--- src/rtl/ext_ram_arbiter.sv ---
// ext_ram_arbiter: round-robin arbiter and command sequencer for the
// single-port synchronous-read external LLR RAM of the LDPC decoder.
// Grants one client per cycle (with optional burst locking), registers the
// RAM command, and routes read data back to the issuing client after a fixed
// two-cycle latency using a small tag pipeline.
module ext_ram_arbiter #(
  parameter int DATA_WIDTH = 5,
  parameter int ADDR_WIDTH = 8,
  parameter int NUM_REQ    = 3
) (
  input  logic                          clk,
  input  logic                          rst_n,
  input  logic [NUM_REQ-1:0]            req,
  input  logic [NUM_REQ-1:0]            req_we,
  input  logic [NUM_REQ-1:0]            req_lock,
  input  logic [NUM_REQ*ADDR_WIDTH-1:0] req_addr,
  input  logic [NUM_REQ*DATA_WIDTH-1:0] req_wdata,
  output logic [NUM_REQ-1:0]            gnt,
  output logic [NUM_REQ-1:0]            rvalid,
  output logic [DATA_WIDTH-1:0]         rdata,
  output logic [ADDR_WIDTH-1:0]         ram_address,
  output logic [DATA_WIDTH-1:0]         ram_data_in,
  output logic                          ram_we,
  output logic                          ram_cs,
  input  logic [DATA_WIDTH-1:0]         ram_data_out
);

  localparam int IDW = (NUM_REQ > 1) ? $clog2(NUM_REQ) : 1;
  localparam logic [IDW-1:0] LAST_ID = IDW'(NUM_REQ - 1);

  // Arbitration state
  logic [IDW-1:0]        rr_ptr;
  logic                  owner_vld;
  logic [IDW-1:0]        owner_id;

  // Combinational selection results
  logic [NUM_REQ-1:0]    gnt_raw;
  logic                  sel_vld;
  logic [IDW-1:0]        sel_id;
  logic [IDW-1:0]        rr_sel;
  int                    rr_idx;
  logic                  sel_we;
  logic                  sel_lock;
  logic [ADDR_WIDTH-1:0] sel_addr;
  logic [DATA_WIDTH-1:0] sel_wdata;

  // Read-tag pipeline: stage 0 tracks the command now on the RAM port,
  // stage 1 tracks the data now coming out of the RAM.
  logic                  tag0_vld;
  logic [IDW-1:0]        tag0_id;
  logic                  tag1_vld;
  logic [IDW-1:0]        tag1_id;

  // Pick the lock owner if it still requests, otherwise the first requester
  // at or after rr_ptr, wrapping around the client list.
  always_comb begin
    gnt_raw = '0;
    sel_vld = 1'b0;
    sel_id  = '0;
    rr_idx  = 0;
    rr_sel  = '0;
    if (owner_vld && req[owner_id]) begin
      gnt_raw[owner_id] = 1'b1;
      sel_vld           = 1'b1;
      sel_id            = owner_id;
    end else begin
      for (int k = 0; k < NUM_REQ; k++) begin
        rr_idx = (int'(rr_ptr) + k) % NUM_REQ;
        rr_sel = IDW'(rr_idx);
        if (!sel_vld && req[rr_sel]) begin
          gnt_raw[rr_sel] = 1'b1;
          sel_vld         = 1'b1;
          sel_id          = rr_sel;
        end
      end
    end
  end

  // Grant is held at zero while reset is asserted so no client sees an accept.
  assign gnt = rst_n ? gnt_raw : '0;

  // Multiplex the winning client's command fields out of the packed buses.
  always_comb begin
    sel_we    = 1'b0;
    sel_lock  = 1'b0;
    sel_addr  = '0;
    sel_wdata = '0;
    for (int i = 0; i < NUM_REQ; i++) begin
      if (sel_id == IDW'(i)) begin
        sel_we    = req_we[i];
        sel_lock  = req_lock[i];
        sel_addr  = req_addr[i*ADDR_WIDTH +: ADDR_WIDTH];
        sel_wdata = req_wdata[i*DATA_WIDTH +: DATA_WIDTH];
      end
    end
  end

  // Register the accepted command onto the RAM port; address and data hold when idle.
  always_ff @(posedge clk or negedge rst_n) begin
    if (!rst_n) begin
      ram_cs      <= 1'b0;
      ram_we      <= 1'b0;
      ram_address <= '0;
      ram_data_in <= '0;
    end else if (sel_vld) begin
      ram_cs      <= 1'b1;
      ram_we      <= sel_we;
      ram_address <= sel_addr;
      ram_data_in <= sel_we ? sel_wdata : '0;
    end else begin
      ram_cs      <= 1'b0;
      ram_we      <= 1'b0;
    end
  end

  // Advance the round-robin pointer past the winner and track burst ownership.
  always_ff @(posedge clk or negedge rst_n) begin
    if (!rst_n) begin
      rr_ptr    <= '0;
      owner_vld <= 1'b0;
      owner_id  <= '0;
    end else if (sel_vld) begin
      rr_ptr    <= (sel_id == LAST_ID) ? '0 : sel_id + 1'b1;
      owner_vld <= sel_lock;
      owner_id  <= sel_id;
    end else begin
      owner_vld <= 1'b0;
    end
  end

  // Shift read tags alongside the RAM's two-cycle read path.
  always_ff @(posedge clk or negedge rst_n) begin
    if (!rst_n) begin
      tag0_vld <= 1'b0;
      tag0_id  <= '0;
      tag1_vld <= 1'b0;
      tag1_id  <= '0;
    end else begin
      tag0_vld <= sel_vld & ~sel_we;
      tag0_id  <= sel_id;
      tag1_vld <= tag0_vld;
      tag1_id  <= tag0_id;
    end
  end

  // Steer RAM output data to the tagged client; data reads zero when unqualified.
  always_comb begin
    rvalid = '0;
    rdata  = '0;
    if (tag1_vld) begin
      rvalid[tag1_id] = 1'b1;
      rdata           = ram_data_out;
    end
  end

endmodule

--- config.mk ---
export PLATFORM = sky130hd
export DESIGN_NAME = ext_ram_arbiter
export DESIGN_NICKNAME = d
export VERILOG_FILES = /design/src/rtl/ext_ram_arbiter.sv
export SDC_FILE = /design/constraint.sdc
export NUM_CORES = 1
export LEC_CHECK = 0
export ABC_AREA = 1
export BUFFER_PORTS_ARGS = -buffer_cell sky130_fd_sc_hd__buf_2
export CAP_MARGIN = 25
export CORE_AREA = 5 5 69 71
export DETAILED_ROUTE_END_ITERATION = 7
export DIE_AREA = 0 0 74 76
export GPL_TIMING_DRIVEN = 0
export PLACE_DENSITY = 0.89
export SETUP_SLACK_MARGIN = 0.4
export SLEW_MARGIN = 5
export SYNTH_ARGS = -nofsm -noshare
export SYNTH_HDL_FRONTEND = slang
export SYNTH_SLANG_ARGS = --single-unit
--- constraint.sdc ---
create_clock -name clk -period 2.92 [get_ports clk]
set_clock_uncertainty 0.05 [all_clocks]
set_input_delay 0.73 -clock clk [delete_from_list [all_inputs] [get_ports clk]]
set_output_delay 0.73 -clock clk [all_outputs]
set_load 0.05 [all_outputs]
==> results of run 1 <==
-- cells by family after synthesis --
logic type	after synthesis	synth area share, %
simple gates	149	43.75
buf+inv	44	11.22
compound gates	22	7.167
fa+ha+maj	4	2.705
flops	26	35.16
-- worst paths after layout --
path,end,startpoint,cells past startpoint
worst max-delay path,gnt[2],rr_ptr[0]$_DFFE_PN0N_,13
worst min-delay path,tag1_id[1]$_DFF_PN0_,tag0_id[1]$_DFF_PN0_,0
worst max register to register,ram_data_in[0]$_DFFE_PN0N_,rr_ptr[0]$_DFFE_PN0N_,16
worst min register to register,tag1_id[1]$_DFF_PN0_,tag0_id[1]$_DFF_PN0_,0
max in group asynchronous,ram_address[2]$_DFFE_PN0N_,rst_n,1
min in group asynchronous,tag1_vld$_DFF_PN0_,rst_n,1
-- per-stage QoR --
stage	std cells	TNS, ns	setup slack [ns]	hold slack, ns
after CTS	390	0	0.09150	0.3106
after global placement	377	0	0.07793	0.2844
after global routing	394	-0.2228	-0.1032	0.3159
final	394	-0.06098	-0.03480	0.3091
after floorplan	245	0	0.3701	0.2812
after detailed placement	377	0	0.02882	0.2893
-- cells in the mapped netlist --
library cell / count
sky130_fd_sc_hd__o21ai_2: 2
sky130_fd_sc_hd__a21oi_1: 3
sky130_fd_sc_hd__nand3_4: 3
sky130_fd_sc_hd__nor3b_1: 1
sky130_fd_sc_hd__nand2_4: 7
sky130_fd_sc_hd__nand3_1: 29
sky130_fd_sc_hd__buf_6: 2
sky130_fd_sc_hd__inv_2: 7
sky130_fd_sc_hd__nand2_8: 1
sky130_fd_sc_hd__nor2_1: 8
sky130_fd_sc_hd__nor3_1: 3
sky130_fd_sc_hd__a31oi_1: 3
sky130_fd_sc_hd__buf_8: 2
sky130_fd_sc_hd__nand2_2: 2
sky130_fd_sc_hd__inv_1: 29
sky130_fd_sc_hd__or2_0: 1
sky130_fd_sc_hd__o21ai_1: 5
sky130_fd_sc_hd__nand3_2: 10
sky130_fd_sc_hd__nand2_1: 78
sky130_fd_sc_hd__or2_2: 1
sky130_fd_sc_hd__o21ai_0: 6
sky130_fd_sc_hd__clkinv_2: 1
sky130_fd_sc_hd__o2bb2ai_1: 2
sky130_fd_sc_hd__ha_1: 4
sky130_fd_sc_hd__nor2_4: 1
sky130_fd_sc_hd__dfrtp_1: 26
sky130_fd_sc_hd__buf_2: 3
sky130_fd_sc_hd__o221ai_1: 1
sky130_fd_sc_hd__nand4_1: 3
sky130_fd_sc_hd__nand4_2: 1
-- worst register-to-register path, stage by stage, from the launching register on --
cell and delay (ns):
sky130_fd_sc_hd__dfrtp_1 0.44, sky130_fd_sc_hd__inv_2 0.08, sky130_fd_sc_hd__ha_4 0.32, sky130_fd_sc_hd__inv_4 0.06
sky130_fd_sc_hd__nand2_2 0.09, sky130_fd_sc_hd__nand3_2 0.12, sky130_fd_sc_hd__nand2_4 0.11, sky130_fd_sc_hd__nand4_4 0.11
sky130_fd_sc_hd__buf_4 0.15, sky130_fd_sc_hd__buf_4 0.13, sky130_fd_sc_hd__nand3_4 0.11, sky130_fd_sc_hd__nand2_4 0.08
sky130_fd_sc_hd__buf_8 0.16, sky130_fd_sc_hd__nand3_4 0.07, sky130_fd_sc_hd__nand2_4 0.08, sky130_fd_sc_hd__nand3_1 0.09
sky130_fd_sc_hd__nand2_1 0.05
-- state kept, by name, summed over array words and instances, names as in the netlist --
signal	flops
rr_ptr	2
ram_we	1
tag0_id	2
owner_id	2
ram_data_in	5
tag0_vld	1
tag1_id	2
ram_cs	1
ram_address	8
owner_vld	1
tag1_vld	1
-- cell type report --
cell class / count / share of cell area, %
Buffer: 7 / 2.525
Clock buffer: 3 / 1.543
Clock inverter: 1 / 1.122
Inverter: 37 / 5.470
Multi-Input combinational cell: 175 / 42.73
Sequential cell: 26 / 24.31
Tap cell: 52 / 2.431
Timing Repair Buffer: 93 / 19.87
-- cells in the final DEF, fill, tap and decap left out, types with 3 or more instances in the layout --
cell type                   n
sky130_fd_sc_hd__nor2_1     7
sky130_fd_sc_hd__nand3_4    4
sky130_fd_sc_hd__nand3_1   22
sky130_fd_sc_hd__inv_1     25
sky130_fd_sc_hd__buf_8      4
sky130_fd_sc_hd__nand4_1    3
sky130_fd_sc_hd__nand2_1   71
sky130_fd_sc_hd__a31oi_1    3
sky130_fd_sc_hd__dfrtp_1   26
sky130_fd_sc_hd__o21ai_1    4
sky130_fd_sc_hd__nand2_2    6
sky130_fd_sc_hd__clkbuf_8   3
sky130_fd_sc_hd__o21ai_2    4
sky130_fd_sc_hd__nand3_2   16
sky130_fd_sc_hd__o21ai_0    4
sky130_fd_sc_hd__nand2_4   10
sky130_fd_sc_hd__buf_2     80
sky130_fd_sc_hd__a21oi_1    3
sky130_fd_sc_hd__inv_2      9
sky130_fd_sc_hd__buf_6      5
sky130_fd_sc_hd__buf_4     11
-- metal layers --
metal  GRT usage (%)  part of all wire, %  wire length (µm)  vias to the layer above
li1                -                    -                 -                      984
met1           22.31                   35              2052                      951
met2           35.82                   54              3111                       98
met3           3.958                  8.2               474                       21
met4           8.514                  3.0               176                        0
met5               0                    0                 0                        -
-- timing repair --
action                     CTS  global route
resized for setup           31            14
setup endpoints to repair    3             3
gates cloned                 0             0
buffers inserted             9             4
pin swaps                    9             6
==> out/qor.log, run 1 <==
[run_status] result of the run finished, violations left
[run_status] violated checks setup timing
[synthesis] number of storage elements in the synthesis netlist 26
[final_layout] area occupied by multi-input gates 1144 µm²
[sta] max-slew violations 0
[synthesis] most area-consuming cells after synthesis sky130_fd_sc_hd__dfrtp_1 35%, sky130_fd_sc_hd__nand2_1 16%, sky130_fd_sc_hd__nand3_1 7.8%
[routing] Routed WL per cell 14.76 µm
[global_route] global route total overflow 0
[sta] Relative slew margins 55.31%
[clock_network] Num Clock Sinks 26
[routing] number of iterations in the first detailed-routing pass 4
[critical_path] worst setup path category register to primary output
[sta] final worst-path setup slack -0.03480 ns
[synthesis] Cell Area, Synth 1851 µm²
[sta] Final setup violation count 2
[critical_path] critical path capture point type primary output
[global_route] global-route wire length before repair 9087 µm
[global_route] via count of the first global-routing pass 2084
[clock_network] clock root buffer sky130_fd_sc_hd__clkbuf_8
[hold_path] worst min-delay path class register to register
[clock_network] insertion delay of the later-clocked pin in the worst-skew pair 0.27 ns
[die] standard-cell rows 24
[clock_network] total of hold buffers inserted after clock tree synthesis 0
[synthesis] warning count from the yosys run 0
[critical_path] sum of buffers and inverters on the critical path 5
[sta] slew at the pin with the worst max-slew slack 0.6703 ns
[clock_network] TritonCTS clock tree built
[die] Die Y-Extent 76 µm
[sta] unrepaired setup endpoints after global routing true
[place] HPWL reported at the end of detailed placement 3917 µm
[routing] Residual DRC 0
[final_layout] Final nets 402
[synthesis] Post-Synthesis Cells 245
[synthesis] area share of the largest cell type after synthesis 35.16%
[sta] final critical path time including I/O delays and setup 2.955 ns
[routing] total via count in the routed design 2054
[final_layout] number of filler instances in the final layout 339
[critical_path] cell with the most instances on the worst path sky130_fd_sc_hd__nand3_2
[final_layout] final core utilization 64.12%
[die] core area 4174 µm²
[synthesis] count of unique library cells instantiated by Yosys 30
[critical_path] critical path, cell by cell inv_2 -> ha_4 -> inv_4 -> nand2_2 -> nand3_2 -> nand2_4 -> nand2_2 -> inv_2 -> nand3_4 -> nand3_2 -> nand3_2 -> clkinvlp_4 -> buf_8
[critical_path] required arrival time at the worst endpoint 2.14 ns
[clock_network] Max Buffers Root-to-Sink 2
[clock_network] number of levels the H-tree was split into 1
[synthesis] fraction of the yosys area taken by sequential cells 35.16%
[die] Die X-Extent 74 µm
[critical_path] reg-to-reg slack, setup 0.51 ns
[critical_path] Max Fanout on Critical Path 6
[place] gp weighted congestion 0.9267
[routing] via count normalized by instance count 5.213
[critical_path] stage delay of the slowest cell on the critical path 0.44 ns
[global_route] number of antenna violations at the first check in global routing 0
[final_layout] diodes inserted 0
[synthesis] cell type with the highest aggregate area in the netlist sky130_fd_sc_hd__dfrtp_1
[final_layout] area used by sequential logic in the layout 650.6 µm²
[flow_run] max-cap violations 0
[routing] number of DRC markers after the initial detailed-route iteration 110
[die] initial core utilization 44.33%
[place] number of port buffers 80
[routing] Antenna Violating Nets Remaining 0
[die] Die Outline Area 5624 µm²
[critical_path] data arrival time of the worst path 2.17 ns
[sta] Final period util 101.2%
[clock_network] TritonCTS buffer count 3
[place] DP Area 2338 µm²
[sta] number of hold violations in the final report 0
[final_layout] signed area change from the synthesized netlist to the final layout 44.62%
[critical_path] Worst Setup Start Kind register
[sta] Fmax 338.4 MHz
[synthesis] post-synth net total 304
[global_route] maximum number of pins on one net before global-route repair 30
[critical_path] cell with the largest stage delay on the worst path sky130_fd_sc_hd__dfrtp_1
[routing] Total Wirelength 5814 µm
[global_route] GRT Resource Usage Total 20.04%
[clock_network] clock-pin slew on the worst setup and hold paths 0.10 ns
[synthesis] mean cell area of the mapped netlist 7.553 µm²
[die] Ports 81
[critical_path] CP delay by family, top simple AND/OR/NAND/NOR gates
[final_layout] share of cells above drive strength 1 48.83%
[final_layout] total non-filler cell area in the finished layout 2676 µm²
Power of run 1 is left out: the tool's default activity adds up to more than one toggle a clock period on the data nets, which glitch-free logic cannot reach.
==> run 2: changes to the inputs <==
Settings changed: SETUP_SLACK_MARGIN 0.4 to 0.02.
==> run 2 against run 1 <==
Compared with the run above: count of clock-buffer cells in the layout stayed put; register-to-register slack gained 0.16 ns; core utilization shrank 4.0 points; hold slack lost 0.0018 ns; critical path type unchanged; sequential share of layout area up 1.7 points; first-iteration DRC count fell by 37%; the run now ends clean; via count is 3.7% lower; wire length down 10%.
==> out/qor.log, run 2 (same netlist as run 1, synthesis figures left out) <==
[run_status] result of the run finished, final reports clean
[critical_path] startpoint of the most critical register-to-register path rr_ptr[0]$_DFFE_PN0N_
[sta] Final setup violation count 0 [-2]
[final_layout] share of cells above drive strength 1 43.07% [-5.8 points]
[critical_path] critical path capture point type primary output
[clock_network] clock-pin slew on the worst setup and hold paths 0.09 ns [about the same]
[global_route] global route total overflow 0 [unchanged]
[final_layout] signed area change from the synthesized netlist to the final layout 35.63%
[flow_run] max-cap violations 0 [unchanged]
[global_route] via count of the first global-routing pass 1869 [-10%]
[global_route] GRT Resource Usage Total 17.81% [-2.2 points]
[die] core area 4174 µm² [unchanged]
[final_layout] register with the most flip-flops ram_address
[critical_path] Worst setup startpoint rr_ptr[0]$_DFFE_PN0N_
[routing] Residual DRC 0 [unchanged]
[critical_path] worst setup path category register to primary output
[sta] final critical path time including I/O delays and setup 2.845 ns [-0.1103 ns]
[clock_network] Max Buffers Root-to-Sink 2 [unchanged]
[final_layout] biggest registers after layout ram_address x8, ram_data_in x5
[die] initial core utilization 44.33% [unchanged]
[sta] unrepaired setup endpoints after global routing true
[hold_path] Hold Path Origin tag0_id[1]$_DFF_PN0_
[critical_path] Worst Setup Start Kind register
[place] number of port buffers 80 [unchanged]
[routing] via count normalized by instance count 5.151 [-1.2%]
[die] Die Outline Area 5624 µm² [unchanged]
[routing] number of iterations in the first detailed-routing pass 4 [unchanged]
[routing] number of DRC markers after the initial detailed-route iteration 69 [-37%]
[clock_network] Num Clock Sinks 26 [unchanged]
[routing] Antenna Violating Nets Remaining 0 [unchanged]
[sta] number of hold violations in the final report 0 [unchanged]
[critical_path] Max Fanout on Critical Path 4 [-2]
[clock_network] TritonCTS clock tree built
[final_layout] Final nets 392 [-2.5%]
[die] Die Y-Extent 76 µm [unchanged]
[final_layout] most frequent standard cell in the layout excluding fill and tap cells sky130_fd_sc_hd__buf_2
[critical_path] depth of the worst register-to-register path 14 [-2]
[sta] accumulated negative setup slack 0 ns [+0.06098 ns]
[clock_network] total of hold buffers inserted after clock tree synthesis 0 [unchanged]
[routing] total via count in the routed design 1978 [-3.7%]
[critical_path] data arrival time of the worst path 2.06 ns [-0.11 ns]
[final_layout] number of filler instances in the final layout 368 [+8.6%]
[final_layout] number of flip-flops in the largest register 8 [unchanged]
[sta] Relative slew margins 58.65% [+3.3 points]
[hold_path] worst hold path depth 0 [unchanged]
[sta] Fmax 351.6 MHz [+3.9%]
[final_layout] diodes inserted 0 [unchanged]
[clock_network] clock root buffer sky130_fd_sc_hd__clkbuf_8
[final_layout] most frequent cells in the layout 80 x sky130_fd_sc_hd__buf_2, 75 x sky130_fd_sc_hd__nand2_1, 27 x sky130_fd_sc_hd__inv_1, 27 x sky130_fd_sc_hd__nand3_1, 25 x sky130_fd_sc_hd__dfrtp_1
[global_route] maximum number of pins on one net before global-route repair 30 [unchanged]
[sta] Final period util 97.42% [-3.8 points]
[clock_network] TritonCTS buffer count 3 [unchanged]
[die] Ports 81 [unchanged]
[sta] slew at the pin with the worst max-slew slack 0.6202 ns [-0.05015 ns]
[place] gp weighted congestion 0.9053 [-2.3%]
[hold_path] worst min-delay path class register to register
[die] standard-cell rows 24 [unchanged]
[critical_path] required arrival time at the worst endpoint 2.14 ns [about the same]
[routing] Routed WL per cell 13.57 µm [-8.1%]
[sta] hold slack final 0.3073 ns [-0.001778 ns]
[routing] Total Wirelength 5210 µm [-10%]
[place] HPWL reported at the end of detailed placement 3947 µm [+0.77%]
[clock_network] number of levels the H-tree was split into 1 [unchanged]
[global_route] number of antenna violations at the first check in global routing 0 [unchanged]
[die] Die X-Extent 74 µm [unchanged]
[clock_network] insertion delay of the later-clocked pin in the worst-skew pair 0.27 ns [about the same]
[sta] max-slew violations 0 [unchanged]
[global_route] global-route wire length before repair 8142 µm [-10%]
## run 2: layer usage
metal / global-route usage (%) / up-vias / share of wire (%) / routed length [µm]
met2: 30.85 / 91 / 51 / 2667
met5: 0 / - / 0 / 0
li1: - / 960 / - / -
met1: 21.20 / 917 / 38 / 1972
met4: 5.616 / 0 / 2.1 / 107
met3: 4.222 / 10 / 8.9 / 463
## run 2: what timing repair did
action,in CTS,in global routing
setup buffers,1,2
hold endpoints to repair,0,0
endpoints found under the setup margin,3,3
gates resized for setup,6,19
pin swaps,1,3
## run 2: path summary, 6_finish.rpt
check | slack, ns | to
max in group asynchronous | 1.96 | rr_ptr[0]$_DFFE_PN0N_
min in group asynchronous | 0.42 | ram_we$_DFF_PN0_
setup / recovery | 0.08 | gnt[1]
setup reg to reg | 0.67 | ram_data_in[4]$_DFFE_PN0N_
hold reg to reg | 0.31 | tag1_id[1]$_DFF_PN0_
hold / removal | 0.31 | tag1_id[1]$_DFF_PN0_
## run 2: through the flow
| stage | setup WS, ns | std cells | utilization (%) | area (µm²) |
|---|---|---|---|---|
| after detailed placement | 0.1221 | 377 | 55.61 | 2321 |
| after floorplan | 0.07975 | 245 | - | 1856 |
| after global routing | -0.05251 | 384 | 60.13 | 2510 |
| final | 0.07545 | 384 | 60.13 | 2510 |
| after global placement | 0.1424 | 377 | 55.61 | 2321 |
| after CTS | 0.02439 | 382 | 58.06 | 2424 |
## run 2: critical path: stages (launching register included)
cell and delay (ns):
sky130_fd_sc_hd__dfrtp_2 0.45, sky130_fd_sc_hd__inv_2 0.09, sky130_fd_sc_hd__ha_2 0.23, sky130_fd_sc_hd__inv_1 0.11, sky130_fd_sc_hd__nand2_1 0.08, sky130_fd_sc_hd__nand3_1 0.08
sky130_fd_sc_hd__nand2_2 0.14, sky130_fd_sc_hd__nand4_4 0.13, sky130_fd_sc_hd__nand2_2 0.09, sky130_fd_sc_hd__o21ai_1 0.06, sky130_fd_sc_hd__nor2_1 0.16, sky130_fd_sc_hd__buf_6 0.18
## run 2: final cells by class
cell class	instances	area, µm²	area share (%)
Buffer	7	67.56	2.692
Clock buffer	3	41.29	1.645
Clock inverter	1	30.03	1.196
Inverter	37	142.6	5.683
Multi-Input combinational cell	175	1070	42.62
Sequential cell	26	651.9	25.97
Tap cell	52	65.06	2.592
Timing Repair Buffer	83	441.7	17.60
Power of run 2 is left out for the same reason.
==> run 3: changes to the inputs <==
Settings changed: ABC_AREA 1 to 0, CORE_AREA 5 5 69 71 to 5 5 66 68, DIE_AREA 0 0 74 76 to 0 0 71 73, PLACE_DENSITY 0.89 to default, PLACE_DENSITY_LB_ADDON from default to 0.12.
==> run 3 against run 2 <==
Compared with the run above: cell count fell by 20%; area after synthesis fell by 11%; wire length fell by 13%; die area fell by 7.8%; highest routed layer unchanged; register-to-register slack got worse by 0.35 ns; fmax fell by 6.7%; final area fell by 7.5%; via count fell by 16%; the flow now finishes with violations (setup timing); count of clock-buffer cells in the layout did not move; setup slack got worse by 0.20 ns; first-iteration DRC count fell by 20%; non-clock buffer count rose by 4.
==> out/qor.log, run 3 <==
[run_status] result of the run finished, violations left
[run_status] violated checks setup timing
[flow_run] max-cap violations 0 [unchanged]
[critical_path] critical path capture point type primary output
[sta] number of hold violations in the final report 0 [unchanged]
[clock_network] TritonCTS buffer count 3 [unchanged]
[sta] final critical path time including I/O delays and setup 3.049 ns [+0.2041 ns]
[hold_path] worst min-delay path class register to register
[clock_network] Num Clock Sinks 26 [unchanged]
[final_layout] register with the most flip-flops ram_address
[clock_network] Max Buffers Root-to-Sink 2 [unchanged]
[critical_path] sum of buffers and inverters on the critical path 2 [-1]
[synthesis] post-synth net total 224 [-26%]
[critical_path] Worst Setup Start Kind register
[place] Placed Cells incl. Taps 295 [-22%]
[synthesis] most used standard cell by instance count after synthesis sky130_fd_sc_hd__dfrtp_1
[final_layout] area occupied by multi-input gates 975.9 µm² [-8.8%]
[die] initial core utilization 43.45% [-0.89 points]
[clock_network] insertion delay of the later-clocked pin in the worst-skew pair 0.27 ns [about the same]
[critical_path] stage delay of the slowest cell on the critical path 0.42 ns [-0.03 ns]
[global_route] number of antenna violations at the first check in global routing 0 [unchanged]
[place] number of port buffers 80 [unchanged]
[die] Ports 81 [unchanged]
[sta] Fmax 328.0 MHz [-6.7%]
[synthesis] ys async rst share 100.0% [unchanged]
[critical_path] startpoint of the most critical register-to-register path rr_ptr[1]$_DFFE_PN0N_
[sta] Relative slew margins 57.61% [-1.0 points]
[final_layout] number of filler instances in the final layout 367 [-0.27%]
[global_route] GRT Resource Usage Total 17.81% [about the same]
[final_layout] most frequent standard cell in the layout excluding fill and tap cells sky130_fd_sc_hd__buf_2
[die] Die Outline Area 5183 µm² [-7.8%]
[synthesis] mean cell area of the mapped netlist 10.00 µm² [+32%]
[critical_path] Max Fanout on Critical Path 4 [unchanged]
[clock_network] number of levels the H-tree was split into 1 [unchanged]
[synthesis] Post-synth top cells 26 x sky130_fd_sc_hd__dfrtp_1, 25 x sky130_fd_sc_hd__nand2_1, 12 x sky130_fd_sc_hd__o21ai_0
[clock_network] clock-pin slew on the worst setup and hold paths 0.09 ns [about the same]
[critical_path] data arrival time of the worst path 2.27 ns [+0.21 ns]
[routing] total via count in the routed design 1662 [-16%]
[clock_network] TritonCTS clock tree built
[critical_path] critical path, cell by cell inv_2 -> ha_4 -> mux2_4 -> a21bo_4 -> nor2b_1 -> a221oi_1 -> a211o_1 -> a21boi_4 -> buf_6
[final_layout] Final nets 318 [-19%]
[final_layout] non-filler cells, final 308 [-20%]
[final_layout] share of cells above drive strength 1 48.45% [+5.4 points]
[final_layout] diodes inserted 0 [unchanged]
[synthesis] area share of the largest cell type after synthesis 39.42% [+4.3 points]
[synthesis] number of storage elements in the synthesis netlist 26 [unchanged]
[routing] Antenna Violating Nets Remaining 0 [unchanged]
[final_layout] final core utilization 61.13% [+1.0 points]
[hold_path] Hold Path Origin tag0_vld$_DFF_PN0_
[routing] Residual DRC 0 [unchanged]
[routing] number of iterations in the first detailed-routing pass 5 [+1]
[global_route] global route total overflow 0 [unchanged]
[die] standard-cell rows 23 [-4.2%]
[sta] max-slew violations 0 [unchanged]
[critical_path] required arrival time at the worst endpoint 2.14 ns [about the same]
[synthesis] cell type with the highest aggregate area in the netlist sky130_fd_sc_hd__dfrtp_1
[sta] unrepaired setup endpoints after global routing true
[critical_path] cell with the largest stage delay on the worst path sky130_fd_sc_hd__dfrtp_1
[final_layout] number of flip-flops in the largest register 8 [unchanged]
[global_route] maximum number of pins on one net before global-route repair 30 [unchanged]
[synthesis] Primary FF master, synth sky130_fd_sc_hd__dfrtp_1
[sta] final worst-path setup slack -0.1286 ns [-0.2041 ns]
[synthesis] most area-consuming cells after synthesis sky130_fd_sc_hd__dfrtp_1 39%, sky130_fd_sc_hd__nand2_1 5.7%, sky130_fd_sc_hd__a221oi_1 3.7%
[routing] Total Wirelength 4510 µm [-13%]
[critical_path] Worst setup startpoint rr_ptr[1]$_DFFE_PN0N_
[synthesis] count of unique library cells instantiated by Yosys 49 [+63%]
[synthesis] warning count from the yosys run 0 [unchanged]
[clock_network] clock root buffer sky130_fd_sc_hd__clkbuf_8
[routing] number of DRC markers after the initial detailed-route iteration 55 [-20%]
[final_layout] biggest registers after layout ram_address x8, ram_data_in x5
[place] HPWL reported at the end of detailed placement 3344 µm [-15%]
[sta] Final setup violation count 2 [+2]
[routing] Routed WL per cell 14.64 µm [+7.9%]
[place] worst setup slack after placement -0.1952 ns [-0.3173 ns]
[synthesis] Cell Area, Synth 1650 µm² [-11%]
[sta] accumulated negative setup slack -0.1304 ns [-0.1304 ns]
[synthesis] Post-Synthesis Cells 165 [-33%]
[die] Die Y-Extent 73 µm [-3.9%]
[critical_path] CP delay by family, top compound AO/OA/AOI/OAI gates
[die] Die X-Extent 71 µm [-4.1%]
[place] gp weighted congestion 0.7856 [-13%]
[die] core area 3799 µm² [-9.0%]
[sta] Final period util 104.4% [+7.0 points]
[clock_network] total of hold buffers inserted after clock tree synthesis 0 [unchanged]
[critical_path] worst setup path category register to primary output
[synthesis] number of enable flip-flop cells after synthesis 0 [unchanged]
[synthesis] fraction of the yosys area taken by sequential cells 39.42% [+4.3 points]
[final_layout] area used by sequential logic in the layout 650.6 µm² [-0.19%]
[routing] via count normalized by instance count 5.396 [+4.8%]
[final_layout] signed area change from the synthesized netlist to the final layout 40.71%
[global_route] global-route wire length before repair 7500 µm [-7.9%]
[sta] slew at the pin with the worst max-slew slack 0.6359 ns [+0.01574 ns]
[final_layout] most frequent cells in the layout 78 x sky130_fd_sc_hd__buf_2, 26 x sky130_fd_sc_hd__dfrtp_1, 25 x sky130_fd_sc_hd__nand2_1
[global_route] via count of the first global-routing pass 1596 [-15%]
[run 3: cell count changes in the layout (fill, tap and decap cells not counted), moves of 6 or more]
cell | before | now
sky130_fd_sc_hd__nand2_1 | 75 | 25
sky130_fd_sc_hd__inv_1 | 27 | 1
sky130_fd_sc_hd__nand3_1 | 27 | 1
sky130_fd_sc_hd__nand3_2 | 11 | 0
sky130_fd_sc_hd__a221oi_1 | 0 | 7
sky130_fd_sc_hd__buf_4 | 3 | 10
sky130_fd_sc_hd__nand2_4 | 8 | 1
sky130_fd_sc_hd__and2_1 | 0 | 6
sky130_fd_sc_hd__mux2i_1 | 0 | 6
sky130_fd_sc_hd__o21ai_0 | 5 | 11
sky130_fd_sc_hd__o21ai_1 | 6 | 0
[run 3: worst register-to-register path: cells and delay by family, from the launching register on]
family / cells / cell delay [ns]
simple gates: 3 / 0.39
compound gates: 3 / 0.87
flops: 1 / 0.42
fa+ha+maj: 1 / 0.26
buf+inv: 3 / 0.51
[run 3: worst paths after layout]
path / to / slack (ns) / cells past startpoint
max: gnt[0] / -0.13 / 9
min: tag1_vld$_DFF_PN0_ / 0.31 / 0
max reg2reg: ram_address[1]$_DFFE_PN0N_ / 0.32 / 10
min reg2reg: tag1_vld$_DFF_PN0_ / 0.31 / 0
max in group asynchronous: ram_address[5]$_DFFE_PN0N_ / 1.98 / 1
min in group asynchronous: ram_address[6]$_DFFE_PN0N_ / 0.42 / 1
[run 3: logic make-up (layout without fill, tap and decap cells)]
kind of cell / Yosys count / count (layout) / share of synthesized area (%)
buf+inv: 12 / 105 / 4.775
compound gates: 59 / 59 / 29.19
mux: 8 / 8 / 5.459
flops: 26 / 26 / 39.42
simple gates: 56 / 56 / 18.12
fa+ha+maj: 4 / 4 / 3.033
[run 3: area by class of cell]
type	instances	area share (%)
Multi-Input combinational cell	127	42.03
Sequential cell	26	28.02
Timing Repair Buffer	89	20.80
Tap cell	50	2.694
Buffer	5	2.209
Clock buffer	3	1.778
Clock inverter	1	1.293
Inverter	7	1.185
[run 3: stage by stage]
| step | area [µm²] | hold slack (ns) |
|---|---|---|
| after floorplan | 1662 | 0.2812 |
| after global placement | 2125 | 0.2842 |
| after detailed placement | 2125 | 0.2847 |
| after CTS | 2293 | 0.3063 |
| after global routing | 2322 | 0.3154 |
| final | 2322 | 0.3050 |
[run 3: per-layer routing]
layer  share of wire [%]  vias up  track usage (%)  routed length [µm]
met5                   0        -                0                   0
met4                 1.6        0            4.802                  74
met3                 7.1        8            3.994                 322
met2                  50       59            29.87                2261
met1                  41      787            23.22                1852
li1                    -      808                -                   -
[run 3: repair_timing]
action                     CTS  global route
gates resized for setup     15             4
setup buffers                6             3
gates cloned                 0             0
setup endpoints to repair    3             3
pin swaps                    3             3
Power of run 3 is left out for the same reason.
